[config.mk]
export PLATFORM = sky130hd
export DESIGN_NAME = add8_error_eval
export DESIGN_NICKNAME = d
export VERILOG_FILES = /design/src/rtl/approx_eval_pkg.sv /design/src/rtl/add_err_acc.sv /design/src/rtl/add8_error_eval.sv
export SDC_FILE = /design/constraint.sdc
export NUM_CORES = 1
export LEC_CHECK = 0
export ABC_AREA = 0
export CAP_MARGIN = 20
export CORE_MARGIN = 4
export CORE_UTILIZATION = 45
export DETAILED_ROUTE_END_ITERATION = 8
export PLACE_DENSITY_LB_ADDON = 0.2
export SLEW_MARGIN = 20
export SYNTH_ARGS = -nofsm -noshare
export SYNTH_HDL_FRONTEND = slang
export SYNTH_SLANG_ARGS = --single-unit
[constraint.sdc]
create_clock -name clk -period 7.85 [get_ports clk]
set_input_delay 1.57 -clock clk [delete_from_list [all_inputs] [get_ports clk]]
set_output_delay 1.57 -clock clk [all_outputs]
set_load 0.03 [all_outputs]
[src/rtl/approx_eval_pkg.sv]
// Shared definitions for the approximate-adder error evaluation engine:
// sweep state encoding, accumulator width helpers and a popcount helper.
`timescale 1ns/1ps
package approx_eval_pkg;

  typedef enum logic [1:0] {
    ST_IDLE  = 2'd0,
    ST_RUN   = 2'd1,
    ST_DRAIN = 2'd2,
    ST_DONE  = 2'd3
  } eval_state_e;

  // Worst-case accumulator widths for a WIDTH-bit adder swept over all
  // 2^(2*WIDTH) operand pairs; chosen so no accumulator can ever overflow.
  function automatic int acc_abs_w(input int w);
    return 2 * w + (w + 1);
  endfunction

  function automatic int acc_sq_w(input int w);
    return 2 * w + 2 * (w + 1);
  endfunction

  function automatic int cnt_w(input int w);
    return 2 * w + 1;
  endfunction

  function automatic int hd_w(input int w);
    return 2 * w + $clog2(w + 2);
  endfunction

  // Widths for the default 8-bit library configuration.
  localparam int DEF_WIDTH = 8;
  localparam int ACC_ABS_W = acc_abs_w(DEF_WIDTH);
  localparam int ACC_SQ_W  = acc_sq_w(DEF_WIDTH);
  localparam int CNT_W     = cnt_w(DEF_WIDTH);
  localparam int HD_W      = hd_w(DEF_WIDTH);

  // Number of set bits in a vector of up to 64 bits.
  function automatic logic [7:0] popcount(input logic [63:0] v);
    logic [7:0] c;
    c = '0;
    for (int i = 0; i < 64; i++) begin
      c = c + {7'd0, v[i]};
    end
    return c;
  endfunction

endpackage

[src/rtl/add_err_acc.sv]
// Compare stage and error accumulators: checks one aligned DUT result per
// valid cycle against the exact sum and folds it into the five metrics.
`timescale 1ns/1ps
module add_err_acc
  import approx_eval_pkg::*;
#(
  parameter int WIDTH = 8
) (
  input  logic                          clk,
  input  logic                          rst_n,
  input  logic                          clear,
  input  logic                          valid,
  input  logic [WIDTH-1:0]              a,
  input  logic [WIDTH-1:0]              b,
  input  logic [WIDTH:0]                o,
  output logic [acc_abs_w(WIDTH)-1:0]   sum_abs,
  output logic [acc_sq_w(WIDTH)-1:0]    sum_sq,
  output logic [WIDTH:0]                wce,
  output logic [cnt_w(WIDTH)-1:0]       err_cnt,
  output logic [hd_w(WIDTH)-1:0]        hd_sum
);

  localparam int OW    = WIDTH + 1;
  localparam int ABS_W = acc_abs_w(WIDTH);
  localparam int SQ_W  = acc_sq_w(WIDTH);
  localparam int C_W   = cnt_w(WIDTH);
  localparam int H_W   = hd_w(WIDTH);

  logic [WIDTH:0]        exact;
  logic [WIDTH+1:0]      err;
  logic [WIDTH:0]        abs_err;
  logic [2*OW-1:0]       sq;
  logic [7:0]            hd;

  // Signed error O - (A+B) is one bit wider than the sum; its magnitude
  // always fits back into WIDTH+1 bits.
  always_comb begin
    exact   = {1'b0, a} + {1'b0, b};
    err     = {1'b0, o} - {1'b0, exact};
    abs_err = err[WIDTH+1] ? OW'(~err + 1'b1) : err[WIDTH:0];
    sq      = {{OW{1'b0}}, abs_err} * {{OW{1'b0}}, abs_err};
    hd      = popcount(64'(o ^ exact));
  end

  // Registered accumulation; a clear restarts all metrics for a new sweep.
  always_ff @(posedge clk or negedge rst_n) begin
    if (!rst_n) begin
      sum_abs <= '0;
      sum_sq  <= '0;
      wce     <= '0;
      err_cnt <= '0;
      hd_sum  <= '0;
    end else if (clear) begin
      sum_abs <= '0;
      sum_sq  <= '0;
      wce     <= '0;
      err_cnt <= '0;
      hd_sum  <= '0;
    end else if (valid) begin
      sum_abs <= sum_abs + ABS_W'(abs_err);
      sum_sq  <= sum_sq + SQ_W'(sq);
      if (abs_err > wce) begin
        wce <= abs_err;
      end
      err_cnt <= err_cnt + C_W'(abs_err != '0);
      hd_sum  <= hd_sum + H_W'(hd);
    end
  end

endmodule

[src/rtl/add8_error_eval.sv]
// Exhaustive error-characterisation engine: sweeps every operand pair into
// an attached adder, realigns each result with its operands and accumulates
// the raw sums behind MAE, MSE, WCE, EP and HD.
`timescale 1ns/1ps
module add8_error_eval
  import approx_eval_pkg::*;
#(
  parameter int WIDTH   = 8,
  parameter int DUT_LAT = 0
) (
  input  logic                          clk,
  input  logic                          rst_n,
  input  logic                          start,
  output logic                          busy,
  output logic                          done,
  output logic [WIDTH-1:0]              dut_a,
  output logic [WIDTH-1:0]              dut_b,
  input  logic [WIDTH:0]                dut_o,
  output logic [acc_abs_w(WIDTH)-1:0]   sum_abs,
  output logic [acc_sq_w(WIDTH)-1:0]    sum_sq,
  output logic [WIDTH:0]                wce,
  output logic [cnt_w(WIDTH)-1:0]       err_cnt,
  output logic [hd_w(WIDTH)-1:0]        hd_sum
);

  localparam int DCW = $clog2(DUT_LAT + 2);

  eval_state_e            state;
  logic                   start_q;
  logic [2*WIDTH-1:0]     vec;
  logic [DCW-1:0]         drain_cnt;

  logic                   al_valid;
  logic [WIDTH-1:0]       al_a;
  logic [WIDTH-1:0]       al_b;

  assign {dut_a, dut_b} = vec;

  // Sweep controller: a start seen while idle or done is captured for one
  // cycle, then the sweep begins; the vector counter wraps to 0 into DRAIN.
  always_ff @(posedge clk or negedge rst_n) begin
    if (!rst_n) begin
      state     <= ST_IDLE;
      start_q   <= 1'b0;
      vec       <= '0;
      drain_cnt <= '0;
      busy      <= 1'b0;
      done      <= 1'b0;
    end else begin
      start_q <= 1'b0;
      case (state)
        ST_IDLE, ST_DONE: begin
          if (start_q) begin
            state <= ST_RUN;
            vec   <= '0;
            busy  <= 1'b1;
            done  <= 1'b0;
          end else if (start) begin
            start_q <= 1'b1;
          end
        end
        ST_RUN: begin
          vec <= vec + 1'b1;
          if (vec == '1) begin
            state     <= ST_DRAIN;
            drain_cnt <= '0;
          end
        end
        ST_DRAIN: begin
          if (drain_cnt == DCW'(DUT_LAT)) begin
            state <= ST_DONE;
            busy  <= 1'b0;
            done  <= 1'b1;
          end else begin
            drain_cnt <= drain_cnt + 1'b1;
          end
        end
        default: begin
          state <= ST_IDLE;
          busy  <= 1'b0;
          done  <= 1'b0;
        end
      endcase
    end
  end

  generate
    if (DUT_LAT == 0) begin : g_comb_dut
      assign al_valid = (state == ST_RUN);
      assign al_a     = dut_a;
      assign al_b     = dut_b;
    end else begin : g_pipe_dut
      logic [DUT_LAT-1:0] v_pipe;
      logic [2*WIDTH-1:0] ab_pipe [DUT_LAT];

      // Delay line that carries each issued vector alongside the DUT pipeline.
      always_ff @(posedge clk or negedge rst_n) begin
        if (!rst_n) begin
          v_pipe <= '0;
          for (int i = 0; i < DUT_LAT; i++) begin
            ab_pipe[i] <= '0;
          end
        end else begin
          v_pipe[0]  <= (state == ST_RUN);
          ab_pipe[0] <= vec;
          for (int i = 1; i < DUT_LAT; i++) begin
            v_pipe[i]  <= v_pipe[i-1];
            ab_pipe[i] <= ab_pipe[i-1];
          end
        end
      end

      assign al_valid      = v_pipe[DUT_LAT-1];
      assign {al_a, al_b}  = ab_pipe[DUT_LAT-1];
    end
  endgenerate

  add_err_acc #(
    .WIDTH (WIDTH)
  ) u_acc (
    .clk     (clk),
    .rst_n   (rst_n),
    .clear   (start_q),
    .valid   (al_valid),
    .a       (al_a),
    .b       (al_b),
    .o       (dut_o),
    .sum_abs (sum_abs),
    .sum_sq  (sum_sq),
    .wce     (wce),
    .err_cnt (err_cnt),
    .hd_sum  (hd_sum)
  );

endmodule

After elaboration in Yosys (flattened, before gate mapping) --
Index checks and enable logic that the tools add are counted.
Operators by class: muxes and demuxes 30, add/subtract/negate cells 72, shifts and indexed selects 0, eq/ne operators 7, $lt $le $gt $ge 1, reductions and logical operators 13, bitwise logic cells 2, divide/modulo/power cells 0, $mul 1
Operators with widths (count):
- adder 8 x 1 -> 8 bit, second input constant | 55
- two-way mux 34 bit | 2
- adder 8 x 1 -> 8 bit | 7
- two-way mux 25 bit | 2
- two-way mux 20 bit | 2
- two-way mux 9 bit | 4
- adder 34 x 18 -> 34 bit | 1
- two-way mux 17 bit | 2
- one-hot mux 16 bit (2 select lines) | 1
- adder 25 x 9 -> 25 bit | 1
- adder 20 x 8 -> 20 bit | 1
- multiplier 9 x 9 -> 18 bit | 1
- adder 17 x 1 -> 17 bit | 1
- adder 16 x 1 -> 16 bit, second input constant | 1
- == test 16 bit, second input constant | 1
- two-way mux 16 bit | 1
- nonzero test 2 bit | 5
- subtractor 9 x 9 -> 10 bit | 1
- adder 8 x 8 -> 9 bit | 1
- adder 9 x 1 -> 9 bit, second input constant | 1
- greater-than comparator 9 bit | 1
- two-way mux 1 bit | 9
- inverter 9 bit | 1
- nonzero test 9 bit | 1
- other kinds (14) | 23
Word-level totals: memories kept 0, bits in writable memories 0, latch bits 0, bits in read-only memories 0, register bits 127

Depth between registers and ports, before layout --
word-level depth 68, depth in mapped cells 38, mapped depth without buffers 35

Hierarchy --
Synthesis repeated with hierarchy kept, for this count alone.
Unflattened totals: cells, all modules 1131, area total of the unflattened synthesis 10246.1 sq um
Modules (own cells, without submodules):
- add_err_acc | instances 1, seq. area each 2627.5 sq um, cells each 1016, area each 9121.2 sq um
- add8_error_eval | instances 1, seq. area each 525.5 sq um, cells each 115, area each 1124.8 sq um

Worst setup path before layout --
OpenSTA, ideal clock, no wires.
path kind input-to-reg, start input dut_o[0], end register u_acc.sum_sq[29], data required time 7.718 ns, library setup time 0.132 ns, stages 28, arrival time 8.292 ns, path slack -0.574 ns, path through inv_1 ha_1 fa_1 nand2b_1 a21oi_1 xnor2_1 a21oi_1 a21oi_1 xnor2_2 buf_2 nand2_1 fa_1 fa_1 inv_1 fa_1 fa_1 inv_1 fa_1 inv_1 ha_1 a211o_1 a2111oi_0 nor3_1 a211oi_1 o31ai_1 nor2b_1 xnor2_1 nor2_1
On the way: cells in the longest elaborated chain, start to end 8
Ends and longest elaborated chain:
- start, declared | line add8_error_eval.sv:18 | input logic [WIDTH:0] dut_o,
- subtractor 9 x 9 -> 10 bit * | line add_err_acc.sv:39 | err = {1'b0, o} - {1'b0, exact};
- inverter 9 bit | line add_err_acc.sv:40 | abs_err = err[WIDTH+1] ? OW'(~err + 1'b1) : err[WIDTH:0];
- adder 9 x 1 -> 9 bit | line add_err_acc.sv:40
- two-way mux 9 bit * | line add_err_acc.sv:40
- multiplier 9 x 9 -> 18 bit * | line add_err_acc.sv:41 | sq = {{OW{1'b0}}, abs_err} * {{OW{1'b0}}, abs_err};
- adder 34 x 18 -> 34 bit * | line add_err_acc.sv:61 | sum_sq <= sum_sq + SQ_W'(sq);
- two-way mux 34 bit * | line add_err_acc.sv:59 | end else if (valid) begin
- two-way mux 34 bit * | line add_err_acc.sv:53 | end else if (clear) begin
- end signal, assigned | line add_err_acc.sv:61
- end, declared | line add_err_acc.sv:17 | output logic [acc_sq_w(WIDTH)-1:0] sum_sq,
Every way passes the cells marked *; elsewhere a longest branch is shown, timed or not. The select of a mux whose other input is x is not followed. A chain may end at the register's enable or synchronous reset.

Final worst setup path --
start input dut_o[1], end register u_acc.sum_sq[22]
The elaborated chain is that of the path after synthesis.

==> flow_summary.yaml <==
outcome:
  status: "finished, violations left"
  violations: "negative setup slack"
cts:
  clkTransAtPathRegs_ns: 0.06
  tritoncts: "yes"
  cts-root-buf: "clkbuf_16"
  numCtsBuffers: 17
  cts.sinks: 126
  clk_path_buf_depth: 2
  htreeDepth: 4
  clk_latency_ns: 0.42
synthesis:
  ys_warn_count: 0
  ys_top_cells_by_area: "dfrtp_1 (31%), ha_1 (12%), fa_1 (11%)"
  ys_ff_latch: 126
  synth_edf_count: 0
  syn_inst: 1154
  synth_flop_cell: "dfrtp_1"
  synth_area_per_cell_um2: 8.94
  synth_fp_nets: 1316
  synthArstFlopShare_pct: 100
  synth_top_area_share_pct: 30.6
  yosys-top-cells-count: "inv_1 (158), nor2_1 (156), dfrtp_1 (126), ha_1 (95), nand2_1 (68)"
  yosysMostFrequentCell: "inv_1"
  synth_cell_types: 63
  yosysSeqAreaShare_pct: 30.6
  synth.largest_area_cell: "dfrtp_1"
  synthesis.area_um2: 10300
drt:
  drc: 0
  avgViaCountPerCell: 5.17
  num_vias: 8938
  wl_um: 27600
  ant_nets: 0
  drtIter0Drc: 436
  wl_per_cell_um: 15.9
  dr.pass1.iters: 5
layout:
  final.fill_count: 1908
  layout-drive-gt1-share_pct: 19.5
  diodes: 0
  layout.nets: 1594
  stdcell_count: 1730
  syn_to_final_growth_pct: 37.9
timing:
  relSlewSlack_pct: 37.8
  tightest_slew_ns: 0.933
  finalWorstSetupSlack_ns: -0.0532
  slew_violations: 0
  period_share_pct: 101
  rsz0062_at_grt: "yes"
  skew_ns: 0.0109
  period_minus_slack_ns: 7.90
  hold_viol_final: 0
  setup_viol: 6
  hold_slack_ns: 0.525
  timing.fmax_mhz: 127
setup_path:
  path_class: "in -> reg"
  max_stage_delay_ns: 0.56
  cp_max_fo: 6
  cp.arrival_ns: 8.18
  r2r_slack_ns: -0.04
  cp-start-kind: "input port"
  required_ns: 8.12
  critPathCaptureType: "flip-flop"
  crit_top_cell: "fa_1"
  cpMaxStageDelayCell: "fa_1"
global_routing:
  antenna_found_initial: 0
  globalRoute.totalOverflow: 0
  grt_usage_pct: 22.0
  grt_pass1_wl_um: 46000
  grt_max_degree: 74
  grt_pass1_vias: 9096
placement:
  gp_congestion: 0.929
  pre_cts_slack_ns: -1.15
  placed_cells: 1682
  numPortBuffers: 134
  dp_hpwl_um: 20500
hold_path:
  hold_path.class: "reg -> reg"
die:
  num_rows: 55
  chipWidth_um: 159
  dieHeight_um: 159
  ios: 135
  die-area_um2: 25400
  coreArea_um2: 22600
  initial_utilization_pct: 45.7
run:
  max_cap_viol_count: 0
==> kinds of logic after synthesis <==
| group | after synthesis | share of synthesized area, % |
|---|---|---|
| and+or+nand+nor | 373 | 16.9 |
| buffers and inverters | 189 | 6.95 |
| AOI/OAI and AO/OA | 185 | 11.5 |
| adders and majority gates | 150 | 22.2 |
| DFF | 126 | 30.6 |
| xor gates and xnor gates | 109 | 9.70 |
| muxes | 22 | 2.17 |
==> state kept, by name, indices dropped and copies added (netlist names) <==
| signal | flops |
|---|---|
| u_acc.sum_sq | 34 |
| u_acc.sum_abs | 25 |
| u_acc.hd_sum | 20 |
| u_acc.err_cnt | 17 |
| vec | 16 |
| u_acc.wce | 9 |
| state | 2 |
| busy | 1 |
| done | 1 |
| start_q | 1 |
==> stage by stage <==
| step | setup TNS, ns | area (um2) | util [%] |
|---|---|---|---|
| global route | -7.18 | 14200 | 63.0 |
| global placement | -21.93 | 13100 | 58.0 |
| CTS | -0.102 | 14000 | 62.2 |
| detailed placement | -24.95 | 13100 | 58.0 |
| floorplan | -2.20 | 10500 | - |
| finish | -0.125 | 14200 | 63.0 |
==> timing repair <==
action / 4_1_cts / 5_1_grt
pin swaps: 50 / 29
setup buffers: 7 / 9
setup endpoints to repair: 25 / 25
resized for setup: 58 / 26
hold buffers: 0 / 0
==> area by class of cell <==
| type | instances | area, um2 | share of cell area, % |
|---|---|---|---|
| clock inverters | 9 | 155 | 1.09 |
| well taps | 285 | 357 | 2.51 |
| inverters | 161 | 619 | 4.36 |
| clock buffers | 23 | 488 | 3.43 |
| repair buffers | 287 | 2520 | 17.7 |
| flip-flops and latches | 126 | 3160 | 22.2 |
| multi-input cells | 839 | 6920 | 48.7 |
==> worst max-delay path, delay by kind of cell <==
family / cells / cell delay (ns)
buffers and inverters: 9 / 1.19
XOR/XNOR: 3 / 0.50
adder cells (fa/ha/maj): 7 / 2.87
AO/OA/AOI/OAI: 4 / 1.03
AND/OR/NAND/NOR: 6 / 1.00
==> routing by layer <==
layer	vias up	wire (um)	part of all wire (%)	track usage (%)
met2	179	13000	47	35.6
li1	4369	-	-	-
met3	29	1430	5.2	5.57
met5	-	0	0	0
met1	4361	12700	46	29.5
met4	0	435	1.6	5.92
==> worst paths after layout <==
| check | startpoint | to | cells after the start |
|---|---|---|---|
| setup / recovery | dut_o[1] | u_acc.sum_sq[22]$_DFFE_PN0P_ | 29 |
| hold / removal | state[1]$_DFFE_PN0P_ | state[1]$_DFFE_PN0P_ | 2 |
| min in group asynchronous | rst_n | vec[14]$_DFFE_PN0P_ | 1 |
| hold reg to reg | state[1]$_DFFE_PN0P_ | state[1]$_DFFE_PN0P_ | 2 |
| max in group asynchronous | rst_n | start_q$_DFF_PN0_ | 2 |
| setup reg to reg | vec[1]$_DFFE_PN0P_ | u_acc.sum_sq[13]$_DFFE_PN0P_ | 36 |
==> cells in the final DEF (no fill, tap or decap), types with 19 or more instances in the layout <==
cell,netlist,layout
inv_1,158,153
nor2_1,156,150
buf_4,1,146
clkdlybuf4s50_1,0,128
dfrtp_1,126,125
ha_1,95,83
nand2_1,68,63
xor2_1,56,56
fa_1,55,51
xnor2_1,47,44
a21oi_1,55,41
nand3_1,40,38
o21ai_0,41,36
nor2b_1,20,19
mux2i_1,19,19
Power is not shown: default switching activity piles up to over one toggle a cycle in this logic, so the estimate is an artifact.
